## src/rtl/fifo_rd_stream_if.sv

```systemverilog
// -----------------------------------------------------------------------------
// fifo_rd_stream_if
// Bundles the two handshakes that fifo_rd_stream sits between:
//   FIFO read side : rd_en (to FIFO), data_out / empty / underflow (from FIFO)
//   Stream side    : m_data / m_valid (to consumer), m_ready (from consumer)
// Modports
//   master : the read-stream block (drives rd_en, m_data, m_valid)
//   slave  : the environment, i.e. the FIFO plus the downstream consumer
// Stream handshake: a word transfers on every rising clock edge where
// m_valid && m_ready. Once m_valid is high it stays high, with m_data
// unchanged, until that transfer happens.
// -----------------------------------------------------------------------------
interface fifo_rd_stream_if #(
  parameter int FIFO_WIDTH = 16
);
  // FIFO read port
  logic                  rd_en;
  logic [FIFO_WIDTH-1:0] data_out;
  logic                  empty;
  logic                  underflow;
  // Downstream stream port
  logic [FIFO_WIDTH-1:0] m_data;
  logic                  m_valid;
  logic                  m_ready;

  modport master (
    output rd_en,
    input  data_out,
    input  empty,
    input  underflow,
    output m_data,
    output m_valid,
    input  m_ready
  );

  modport slave (
    input  rd_en,
    output data_out,
    output empty,
    output underflow,
    input  m_data,
    input  m_valid,
    output m_ready
  );
endinterface

```

## src/rtl/fifo_rd_stream.sv

```systemverilog
// -----------------------------------------------------------------------------
// fifo_rd_stream
// Read-side master for the synchronous FIFO. Issues rd_en, captures data_out
// one cycle later (registered FIFO read latency), and re-presents each word on
// a valid/ready stream through a 2-entry skid buffer so back-pressure never
// loses or duplicates a word.
//
// Ports
//   i_clk           : clock, all state on the rising edge
//   i_rst           : asynchronous, active-high reset
//   i_enable        : permits new FIFO reads
//   i_clr_err       : synchronous clear of o_underflow_err (set wins)
//   bus             : fifo_rd_stream_if.master (FIFO read port + stream port)
//   o_rd_count      : words delivered on the stream, wraps modulo 2^CNT_WIDTH
//   o_underflow_err : sticky, set by the FIFO underflow pulse
//   o_dbg_cnt       : skid-buffer occupancy (0..2)
//   o_dbg_inflight  : a read was issued last cycle and its data is on data_out
// -----------------------------------------------------------------------------
module fifo_rd_stream #(
  parameter int FIFO_WIDTH = 16,
  parameter int CNT_WIDTH  = 16
) (
  input  logic                 i_clk,
  input  logic                 i_rst,
  input  logic                 i_enable,
  input  logic                 i_clr_err,
  fifo_rd_stream_if.master     bus,
  output logic [CNT_WIDTH-1:0] o_rd_count,
  output logic                 o_underflow_err,
  output logic [1:0]           o_dbg_cnt,
  output logic                 o_dbg_inflight
);

  // Skid buffer: r_buf0 is always the head presented on m_data.
  logic [FIFO_WIDTH-1:0] r_buf0;
  logic [FIFO_WIDTH-1:0] r_buf1;
  logic [1:0]            r_cnt;
  logic                  r_inflight;
  logic [CNT_WIDTH-1:0]  r_rd_count;
  logic                  r_underflow_err;

  logic [FIFO_WIDTH-1:0] w_buf0_nxt;
  logic [FIFO_WIDTH-1:0] w_buf1_nxt;
  logic [1:0]            w_cnt_nxt;
  logic                  w_valid;
  logic                  w_pop;
  logic                  w_cap;
  logic [2:0]            w_level;
  logic                  w_rd_en;

  assign w_valid = (r_cnt != 2'd0);
  assign w_pop   = w_valid && bus.m_ready;
  assign w_cap   = r_inflight;

  // Occupancy the buffer will have once the word already in flight lands and
  // this cycle's pop leaves. A new read is only safe if that leaves a free
  // slot for the word it will bring back next cycle. Same-cycle pop counts,
  // which is what keeps full throughput with m_ready held high.
  assign w_level = {1'b0, r_cnt} + {2'b00, r_inflight} - {2'b00, w_pop};

  // Forced low while reset is held, independent of the registered state.
  assign w_rd_en = !i_rst && i_enable && !bus.empty && (w_level < 3'd2);

  // Buffer update. The captured word always goes to the tail after any shift.
  always_comb begin
    w_buf0_nxt = r_buf0;
    w_buf1_nxt = r_buf1;
    w_cnt_nxt  = r_cnt;
    case ({w_cap, w_pop})
      2'b10: begin
        if (r_cnt == 2'd0) begin
          w_buf0_nxt = bus.data_out;
        end else begin
          w_buf1_nxt = bus.data_out;
        end
        w_cnt_nxt = r_cnt + 2'd1;
      end
      2'b01: begin
        w_buf0_nxt = r_buf1;
        w_cnt_nxt  = r_cnt - 2'd1;
      end
      2'b11: begin
        // Occupancy unchanged; head leaves, captured word joins the tail.
        if (r_cnt == 2'd2) begin
          w_buf0_nxt = r_buf1;
          w_buf1_nxt = bus.data_out;
        end else begin
          w_buf0_nxt = bus.data_out;
        end
      end
      default: begin
      end
    endcase
  end

  always_ff @(posedge i_clk or posedge i_rst) begin
    if (i_rst) begin
      r_buf0     <= '0;
      r_buf1     <= '0;
      r_cnt      <= 2'd0;
      r_inflight <= 1'b0;
    end else begin
      // The read-issue rule must make a third buffered word impossible.
      assert (({1'b0, r_cnt} + {2'b00, w_cap} - {2'b00, w_pop}) <= 3'd2);
      r_buf0     <= w_buf0_nxt;
      r_buf1     <= w_buf1_nxt;
      r_cnt      <= w_cnt_nxt;
      r_inflight <= w_rd_en;
    end
  end

  always_ff @(posedge i_clk or posedge i_rst) begin
    if (i_rst) begin
      r_rd_count <= '0;
    end else if (w_pop) begin
      r_rd_count <= r_rd_count + 1'b1;
    end
  end

  // Set has priority over clear so a pulse coinciding with clr_err is kept.
  always_ff @(posedge i_clk or posedge i_rst) begin
    if (i_rst) begin
      r_underflow_err <= 1'b0;
    end else if (bus.underflow) begin
      r_underflow_err <= 1'b1;
    end else if (i_clr_err) begin
      r_underflow_err <= 1'b0;
    end
  end

  assign bus.rd_en       = w_rd_en;
  assign bus.m_data      = r_buf0;
  assign bus.m_valid     = w_valid;
  assign o_rd_count      = r_rd_count;
  assign o_underflow_err = r_underflow_err;
  assign o_dbg_cnt       = r_cnt;
  assign o_dbg_inflight  = r_inflight;

endmodule

```

## src/flat_wrapper.sv

```systemverilog
// flat-port wrapper written by rule: the top's interface ports become plain ports
module fifo_rd_stream_flat 
#(
  parameter int FIFO_WIDTH = 16,
  parameter int CNT_WIDTH  = 16
)
  (i_clk, i_rst, i_enable, i_clr_err, o_rd_count, o_underflow_err, o_dbg_cnt, o_dbg_inflight, bus_rd_en, bus_data_out, bus_empty, bus_underflow, bus_m_data, bus_m_valid, bus_m_ready);
  fifo_rd_stream_if #(.FIFO_WIDTH(FIFO_WIDTH)) bus_i ();
  input  logic i_clk;
  input  logic i_rst;
  input  logic i_enable;
  input  logic i_clr_err;
  output logic [CNT_WIDTH-1:0] o_rd_count;
  output logic o_underflow_err;
  output logic [1:0] o_dbg_cnt;
  output logic o_dbg_inflight;
  output wire logic [$bits(bus_i.rd_en)-1:0] bus_rd_en;
  input wire logic [$bits(bus_i.data_out)-1:0] bus_data_out;
  input wire logic [$bits(bus_i.empty)-1:0] bus_empty;
  input wire logic [$bits(bus_i.underflow)-1:0] bus_underflow;
  output wire logic [$bits(bus_i.m_data)-1:0] bus_m_data;
  output wire logic [$bits(bus_i.m_valid)-1:0] bus_m_valid;
  input wire logic [$bits(bus_i.m_ready)-1:0] bus_m_ready;
  assign bus_rd_en = bus_i.rd_en;
  assign bus_i.data_out = bus_data_out;
  assign bus_i.empty = bus_empty;
  assign bus_i.underflow = bus_underflow;
  assign bus_m_data = bus_i.m_data;
  assign bus_m_valid = bus_i.m_valid;
  assign bus_i.m_ready = bus_m_ready;
  fifo_rd_stream #(.FIFO_WIDTH(FIFO_WIDTH), .CNT_WIDTH(CNT_WIDTH)) u_core (.i_clk(i_clk), .i_rst(i_rst), .i_enable(i_enable), .i_clr_err(i_clr_err), .bus(bus_i), .o_rd_count(o_rd_count), .o_underflow_err(o_underflow_err), .o_dbg_cnt(o_dbg_cnt), .o_dbg_inflight(o_dbg_inflight));
endmodule
```

## config.mk

```make
export PLATFORM = sky130hd
export DESIGN_NAME = fifo_rd_stream_flat
export DESIGN_NICKNAME = d
export VERILOG_FILES = /design/src/rtl/fifo_rd_stream_if.sv /design/src/rtl/fifo_rd_stream.sv /design/src/flat_wrapper.sv
export SDC_FILE = /design/constraint.sdc
export NUM_CORES = 1
export LEC_CHECK = 0
export CAP_MARGIN = 20
export CELL_PAD_IN_SITES_DETAIL_PLACEMENT = 0
export CELL_PAD_IN_SITES_GLOBAL_PLACEMENT = 2
export CORE_ASPECT_RATIO = 1.2
export CORE_MARGIN = 1.5
export CORE_UTILIZATION = 29
export DETAILED_ROUTE_END_ITERATION = 10
export HOLD_SLACK_MARGIN = 0.15
export PLACE_DENSITY = 0.84
export SYNTH_ARGS = -nofsm -noshare
export SYNTH_HDL_FRONTEND = slang
export SYNTH_SLANG_ARGS = --single-unit
```

## constraint.sdc

```tcl
create_clock -name i_clk -period 3.2 [get_ports i_clk]
set_clock_uncertainty 0.1 [all_clocks]
set_input_delay 0.64 -clock i_clk [delete_from_list [all_inputs] [get_ports i_clk]]
set_output_delay 0.64 -clock i_clk [all_outputs]
set_load 0.02 [all_outputs]
```

==> results by group, run 1 <==
Critical path
  – CP required: 3.29 ns
  – Reg-to-Reg End: u_core.o_dbg_cnt[0]
  – Endpoint type of the worst setup path: flip-flop
  – Worst Path Buf+Inv: 18
  – Worst-path cell chain: clkdlybuf4s15_1 -> inv_2 -> nor3b_4 -> a21oi_2 -> buf_4 -> buf_4 -> buf_4 -> buf_4 -> buf_4 -> buf_4 -> buf_4 -> buf_4 -> buf_4 -> buf_4 -> buf_4 -> buf_4 -> buf_4 -> buf_4 -> buf_4 -> buf_4 -> xnor2_2
  – Critical path class: primary input to flip-flop
  – Crit path DAT: 3.19 ns
  – CP max stage delay: 0.20 ns
  – Peak fanout along the critical path: 2
  – R2r startpoint: u_core.o_dbg_cnt[0]
  – Flop2flop setup slack: 0.24 ns
  – Critical path's slowest cell: nor3b_4
  – CP most frequent cell: buf_4
  – Top delay family on crit path: buffers and inverters
  – R2R depth: 19
  – CP startpoint kind: primary input

GRT
  – First-pass GRT wire length: 9.47 mm
  – GR Util All Layers: 13.3%
  – Initial antenna violation count: 0
  – Vias in the first global route: 1914
  – Pin count of the biggest net entering global routing: 32
  – Gr ovfl total: 0

Synth
  – Xor/xnor share of the synthesized area: 6.08%
  – Yosys top cell area share: 53.1%
  – Post-synth EDFFs: 0
  – Yosys warning total: 0
  – Top cells by area, synth: dfrtp_1 (53%), mux2_2 (6.9%), o22ai_1 (5.6%)
  – #FFs+latches synth: 52
  – Largest family of logic cells by synthesized area: compound AO/OA/AOI/OAI gates
  – Commonest cells in the netlist: dfrtp_1 (52), o22ai_1 (22), mux2_2 (15), xnor2_1 (11)
  – Simple logic cell fraction of the synthesized area: 9.35%
  – Count leader, synth: dfrtp_1
  – Post-synthesis mux area share: 8.38%
  – FFs w/ async S/R, synth: 100%
  – Syn_area_per_cell: 12.6 µm²
  – Post-synth top flop: dfrtp_1
  – Syn_nets: 220
  – Area of the mapped netlist: 2450 µm²
  – Unique masters post-synth: 36
  – Post-synthesis sequential area ratio: 53.1%
  – Synth area leader: dfrtp_1
  – Syn Inst Count: 195
  – Post-synthesis compound-gate area fraction: 17.5%
  – Fraction of the mapped netlist area in adder cells: 1.33%

Finish
  – Fin area: 3420 µm²
  – Share of layout cells above drive strength 1: 30.0%
  – Synth-to-layout area growth: 39.6%
  – Final nets: 301
  – Number of diodes: 0
  – Non-filler cells, final: 391

STA
  – Final setup fails: 0
  – RSZ-0062 raised after global routing: no
  – FMAX: 322 MHz
  – Final Hold Fails: 0
  – Fin crit period: 3.10 ns
  – Final worst path period share: 96.9%
  – Final Max Tran Viols: 0
  – Rel. slew slack: 31.8%
  – Sum Neg Setup Slack: 0 ns
  – Worst-margin pin slew: 1.02 ns

Clock network
  – Worst-Skew Late Latency: 0.30 ns
  – CTS Root Cell: clkbuf_8
  – Clock Path Buffers: 2
  – Clock slew at reported path FFs: 0.10 ns
  – Htree depth: 2
  – CTS tree: done
  – Post-cts hold buffer count: 0
  – CTS Sinks: 52
  – CTS buffer count: 5

Power
  – Psw: 706 µW
  – Peak supply drop: 0.000281 V
  – Leak: 1.44 nW
  – Sequential share of power: 45.7%
  – P_int: 1.40 mW
  – PwrDens: 616 nW/µm²
  – Clock power share: 17.8%
  – Comb power frac: 36.6%
  – Sw Share: 33.5%

Worst hold path
  – Hold-critical path depth: 1
  – Hold path start: u_core.o_rd_count[15]
  – Hold Crit Class: flip-flop to flip-flop
  – WHS Endpoint: u_core.o_rd_count[15]

Floorplan
  – DIE AREA: 9010 µm²
  – Standard-cell rows: 36
  – Die height: 104 µm
  – Die width: 86.9 µm
  – Core Box Area: 8150 µm²
  – Initial Util: 30.0%
  – Ports: 61

Placed design
  – Placer Congestion: 0.708
  – Placed cells: 367
  – Placed Area: 3180 µm²
  – Post-DP HPWL: 3.80 mm
  – Port-buffer cells: 60

Detailed routing
  – Vias: 1848
  – Via/cell ratio: 4.73
  – Post-Route WL: 5.64 mm
  – Post-route ant nets: 0
  – DRC viols: 0
  – Number of DRC markers in iteration 0: 80
  – Drt wl/cell: 14.4 µm
  – Pre-Repair DR Iteration Count: 4

Outcome
  – Outcome: completed

Job
  – Max Cap Viol: 0
worst max path at each step:
stage	startpoint	to	slack (ns)	cells after the start
3_5_place_dp	bus_m_ready	bus_rd_en	-0.66	9
5_1_grt	bus_m_ready	u_core.o_dbg_cnt[0]	0.01	21
3_3_place_gp	bus_m_ready	bus_rd_en	-0.63	9
2_1_floorplan	u_core.o_dbg_cnt[1]	bus_rd_en	0.20	7
6_report	bus_m_ready	u_core.o_dbg_cnt[0]	0.1	21
4_1_cts	bus_m_ready	bus_rd_en	0.03	9
worst register-to-register path, cell delays in order (launching register included):
cell and delay, ns:
dfrtp_1 0.42, nor3b_4 0.23, a21oi_2 0.06, buf_4 0.13, buf_4 0.12, buf_4 0.12
buf_4 0.12, buf_4 0.12, buf_4 0.13, buf_4 0.12, buf_4 0.11, buf_4 0.12
buf_4 0.12, buf_4 0.12, buf_4 0.12, buf_4 0.12, buf_4 0.12, buf_4 0.12
buf_4 0.13, xnor2_2 0.12
routing by layer:
layer,vias up,global-route usage (%),wire (µm)
li1,870,-,-
met5,-,0,0
met3,7,2.55,193
met4,0,3.46,65
met1,933,17.3,2490
met2,38,22.3,2890
cells by family (layout without fill, tap and decap cells):
family / count (synthesis) / count (layout)
xor+xnor: 17 / 17
simple gates: 37 / 37
compound gates: 54 / 54
buf+inv: 15 / 97
mux: 18 / 18
flops: 52 / 52
fa+ha+maj: 2 / 2
flip-flops by register name (all words and copies together) (netlist names):
register	flops
u_core.o_dbg_inflight	1
u_core.bus.m_data	16
u_core.r_buf1	16
u_core.o_dbg_cnt	2
u_core.o_rd_count	16
u_core.o_underflow_err	1
layout by cell type (no fill, tap or decap), types with 2 or more instances in the layout:
master           netlist  layout
a21oi_1                9       8
a21oi_2               10      11
and3_1                 3       3
buf_4                  2      26
clkbuf_8               0       5
clkdlybuf4s50_1        0      58
clkinv_2               0       2
dfrtp_1               52      52
inv_1                  4       2
inv_2                  0       2
mux2_1                 2       2
mux2_2                15      15
nand2_1                8       8
nand3_1               10      10
nor2_1                 4       4
nor3_1                 2       2
nor4_4                 1       2
o22ai_1               22      22
o22ai_2               10      10
xnor2_1               11      10
xor2_1                 6       6
power groups by stage:
stage | Clock (mW) | Combinational, mW | Sequential, mW
2_1_floorplan | 0 | 0.315 | 1.09
3_3_place_gp | 0 | 0.742 | 0.970
3_5_place_dp | 0 | 0.753 | 0.976
4_1_cts | 0.395 | 0.776 | 0.964
5_1_grt | 0.417 | 0.837 | 0.988
6_report | 0.375 | 0.771 | 0.962
what timing repair did:
action,CTS,global route
gates resized for setup,9,6
setup buffers,16,0
gates cloned,0,0
pin swaps,3,2
setup endpoints to repair,1,2
cell type report:
cell class	count	area, µm²
clock inverter	3	18.8
fill	802	4730
tap	114	143
timing repair buffer	85	786
clock buffer	5	68.8
multi-input combinational	128	1090
inverter	4	15.0
sequential	52	1300
through the flow:
step | power, mW | setup slack, ns | hold WS (ns) | util [%]
finish | 2.11 | 0.0985 | 0.381 | 42.0
global route | 2.24 | 0.0138 | 0.411 | 42.0
global placement | 1.71 | -0.627 | 0.364 | 39.0
CTS | 2.14 | 0.0345 | 0.386 | 41.6
floorplan | 1.40 | 0.202 | 0.365 | -
detailed placement | 1.73 | -0.664 | 0.371 | 39.0
(Power assumes the default switching activity.)
==> run 2: changes to the inputs <==
--- a/config.mk
+++ b/config.mk
@@ -13,6 +13,7 @@
 export CORE_UTILIZATION = 29
 export DETAILED_ROUTE_END_ITERATION = 10
 export HOLD_SLACK_MARGIN = 0.15
+export MAX_ROUTING_LAYER = met4
 export PLACE_DENSITY = 0.84
 export SYNTH_ARGS = -nofsm -noshare
 export SYNTH_HDL_FRONTEND = slang
==> run 2 against run 1 <==
Worst hold slack barely moved. Register-to-register slack barely moved. Clock-buffer cell count did not move. Maximum frequency fell by 0.11%. Flip-flop and latch count did not move. Critical path depth did not move. Total power barely moved. Combinational power barely moved. Non-clock buffer count did not move. Final area did not move.
==> results by group, run 2 (synthesis gave the netlist of run 1 again) <==
Outcome
  – Outcome: completed

Power
  – PwrDens: 616 nW/µm²
  – Leak: 1.44 nW
  – P_int: 1.40 mW
  – Clock power share: 17.8%
  – Psw: 706 µW
  – Sequential share of power: 45.7%
  – Peak supply drop: 0.000281 V
  – Comb power frac: 36.5%
  – Sw Share: 33.5%

Critical path
  – Peak fanout along the critical path: 2
  – Flop2flop setup slack: 0.24 ns
  – Reg-to-Reg End: u_core.o_dbg_cnt[0]
  – Worst-path cell chain: clkdlybuf4s15_1 -> inv_2 -> nor3b_4 -> a21oi_2 -> buf_4 -> buf_4 -> buf_4 -> buf_4 -> buf_4 -> buf_4 -> buf_4 -> buf_4 -> buf_4 -> buf_4 -> buf_4 -> buf_4 -> buf_4 -> buf_4 -> buf_4 -> buf_4 -> xnor2_2
  – Top delay family on crit path: buffers and inverters
  – CP required: 3.29 ns
  – R2R depth: 19
  – Worst Path Buf+Inv: 18
  – CP max stage delay: 0.20 ns
  – Stages on worst setup path: 21
  – CP Capture Point: u_core.o_dbg_cnt[0]
  – Critical path's slowest cell: nor3b_4
  – CP startpoint kind: primary input
  – Endpoint type of the worst setup path: flip-flop
  – CP most frequent cell: buf_4
  – Critical path class: primary input to flip-flop
  – Worst setup path startpoint: bus_m_ready
  – Crit path DAT: 3.19 ns
  – R2r startpoint: u_core.o_dbg_cnt[0]

Floorplan
  – Initial Util: 30.0%
  – Ports: 61
  – Standard-cell rows: 36
  – Core Box Area: 8150 µm²
  – Die height: 104 µm
  – DIE AREA: 9010 µm²
  – Die width: 86.9 µm

Finish
  – Final nets: 301
  – Number of diodes: 0
  – Commonest non-fill, non-tap cell in the layout: clkdlybuf4s50_1
  – Share of layout cells above drive strength 1: 30.0%
  – Synth-to-layout area growth: 39.6%
  – Most frequent cells in the layout: clkdlybuf4s50_1 (58), dfrtp_1 (52), buf_4 (26)

STA
  – RSZ-0062 raised after global routing: no
  – Final worst path period share: 97.0%
  – Final Hold Fails: 0
  – Setup ws final: 0.0951 ns
  – Min Hold Slack: 0.381 ns
  – Worst-margin pin slew: 1.01 ns
  – Fin crit period: 3.10 ns
  – Final setup fails: 0
  – Final Max Tran Viols: 0
  – Rel. slew slack: 32.5%
  – FMAX: 322 MHz

Placed design
  – Dpl ws: -0.664 ns
  – Port-buffer cells: 60
  – Placer Congestion: 0.716
  – Post-DP HPWL: 3.80 mm

Detailed routing
  – Max Used Layer: met4
  – DR WL met2: 2.87 mm
  – Via/cell ratio: 4.76
  – DRC viols: 0
  – Post-Route WL: 5.61 mm
  – Metal3 WL: 185 µm
  – Drt wl/cell: 14.4 µm
  – Post-route ant nets: 0
  – Number of DRC markers in iteration 0: 100
  – Routed length on met1: 2.49 mm
  – Vias: 1860
  – Pre-Repair DR Iteration Count: 4

GRT
  – Vias in the first global route: 1910
  – Gr ovfl total: 0
  – Pin count of the biggest net entering global routing: 32
  – First-pass GRT wire length: 9.49 mm
  – Initial antenna violation count: 0
  – GR Util All Layers: 13.7%

Clock network
  – CTS tree: done
  – Clock slew at reported path FFs: 0.10 ns
  – Worst-Skew Late Latency: 0.30 ns
  – CTS Sinks: 52
  – CTS Root Cell: clkbuf_8
  – CTS buffer count: 5
  – Htree depth: 2
  – Clock Path Buffers: 2

Job
  – Max Cap Viol: 0

Worst hold path
  – Hold Crit Class: flip-flop to flip-flop
-- run 2: cell counts in the layout (fill, tap and decap cells not counted) --
No cell type changed its count.
-- run 2: how the worst min path moves through the flow --
| stage | start | endpoint | slack (ns) | cells after the start |
|---|---|---|---|---|
| after floorplan | u_core.r_buf1[6] | u_core.r_buf1[6] | 0.36 | 1 |
| after global placement | u_core.o_rd_count[15] | u_core.o_rd_count[15] | 0.36 | 1 |
| after detailed placement | u_core.o_rd_count[15] | u_core.o_rd_count[15] | 0.37 | 1 |
| after CTS | u_core.o_rd_count[15] | u_core.o_rd_count[15] | 0.39 | 1 |
| after global routing | u_core.o_rd_count[15] | u_core.o_rd_count[15] | 0.41 | 1 |
| final | u_core.o_rd_count[15] | u_core.o_rd_count[15] | 0.38 | 1 |
-- run 2: stage by stage --
step                      cells  cell area [µm²]  util (%)  TNS, ns  power [mW]
after floorplan             195             2460         -        0        1.40
after global routing        391             3420      42.0        0        2.24
after detailed placement    367             3180      39.0   -0.664        1.73
final                       391             3420      42.0        0        2.11
after CTS                   391             3390      41.6        0        2.14
after global placement      367             3180      39.0   -0.627        1.71
-- run 2: routing by layer --
metal	vias up	GRT usage, %
li1	874	-
met1	937	17.5
met2	41	22.4
met3	8	2.39
met4	0	3.46
met5	-	-
-- run 2: cell type report --
| type | instances | area [µm²] |
|---|---|---|
| inverters | 4 | 15.0 |
| clock inverters | 3 | 18.8 |
| well taps | 114 | 143 |
| multi-input cells | 128 | 1090 |
| clock buffers | 5 | 68.8 |
| flip-flops and latches | 52 | 1300 |
| fillers | 802 | 4730 |
| repair buffers | 85 | 786 |
-- run 2: worst register-to-register path, cell delays in order, from the launching register on --
cell and delay, ns:
dfrtp_1 0.42, nor3b_4 0.23, a21oi_2 0.06, buf_4 0.13
buf_4 0.12, buf_4 0.12, buf_4 0.12, buf_4 0.12
buf_4 0.13, buf_4 0.12, buf_4 0.11, buf_4 0.12
buf_4 0.12, buf_4 0.12, buf_4 0.12, buf_4 0.12
buf_4 0.12, buf_4 0.12, buf_4 0.13, xnor2_2 0.12
-- run 2: power groups by stage --
stage	Sequential (mW)	Combinational (mW)	Clock, mW
2_1_floorplan	1.09	0.315	0
3_3_place_gp	0.970	0.742	0
3_5_place_dp	0.976	0.753	0
4_1_cts	0.964	0.776	0.395
5_1_grt	0.988	0.837	0.420
6_report	0.963	0.770	0.375
-- run 2: repair_timing --
action	in CTS	in global routing
hold buffers	0	0
resized for setup	9	6
endpoints found under the setup margin	1	2
buffers inserted	16	0
pin swaps	3	2
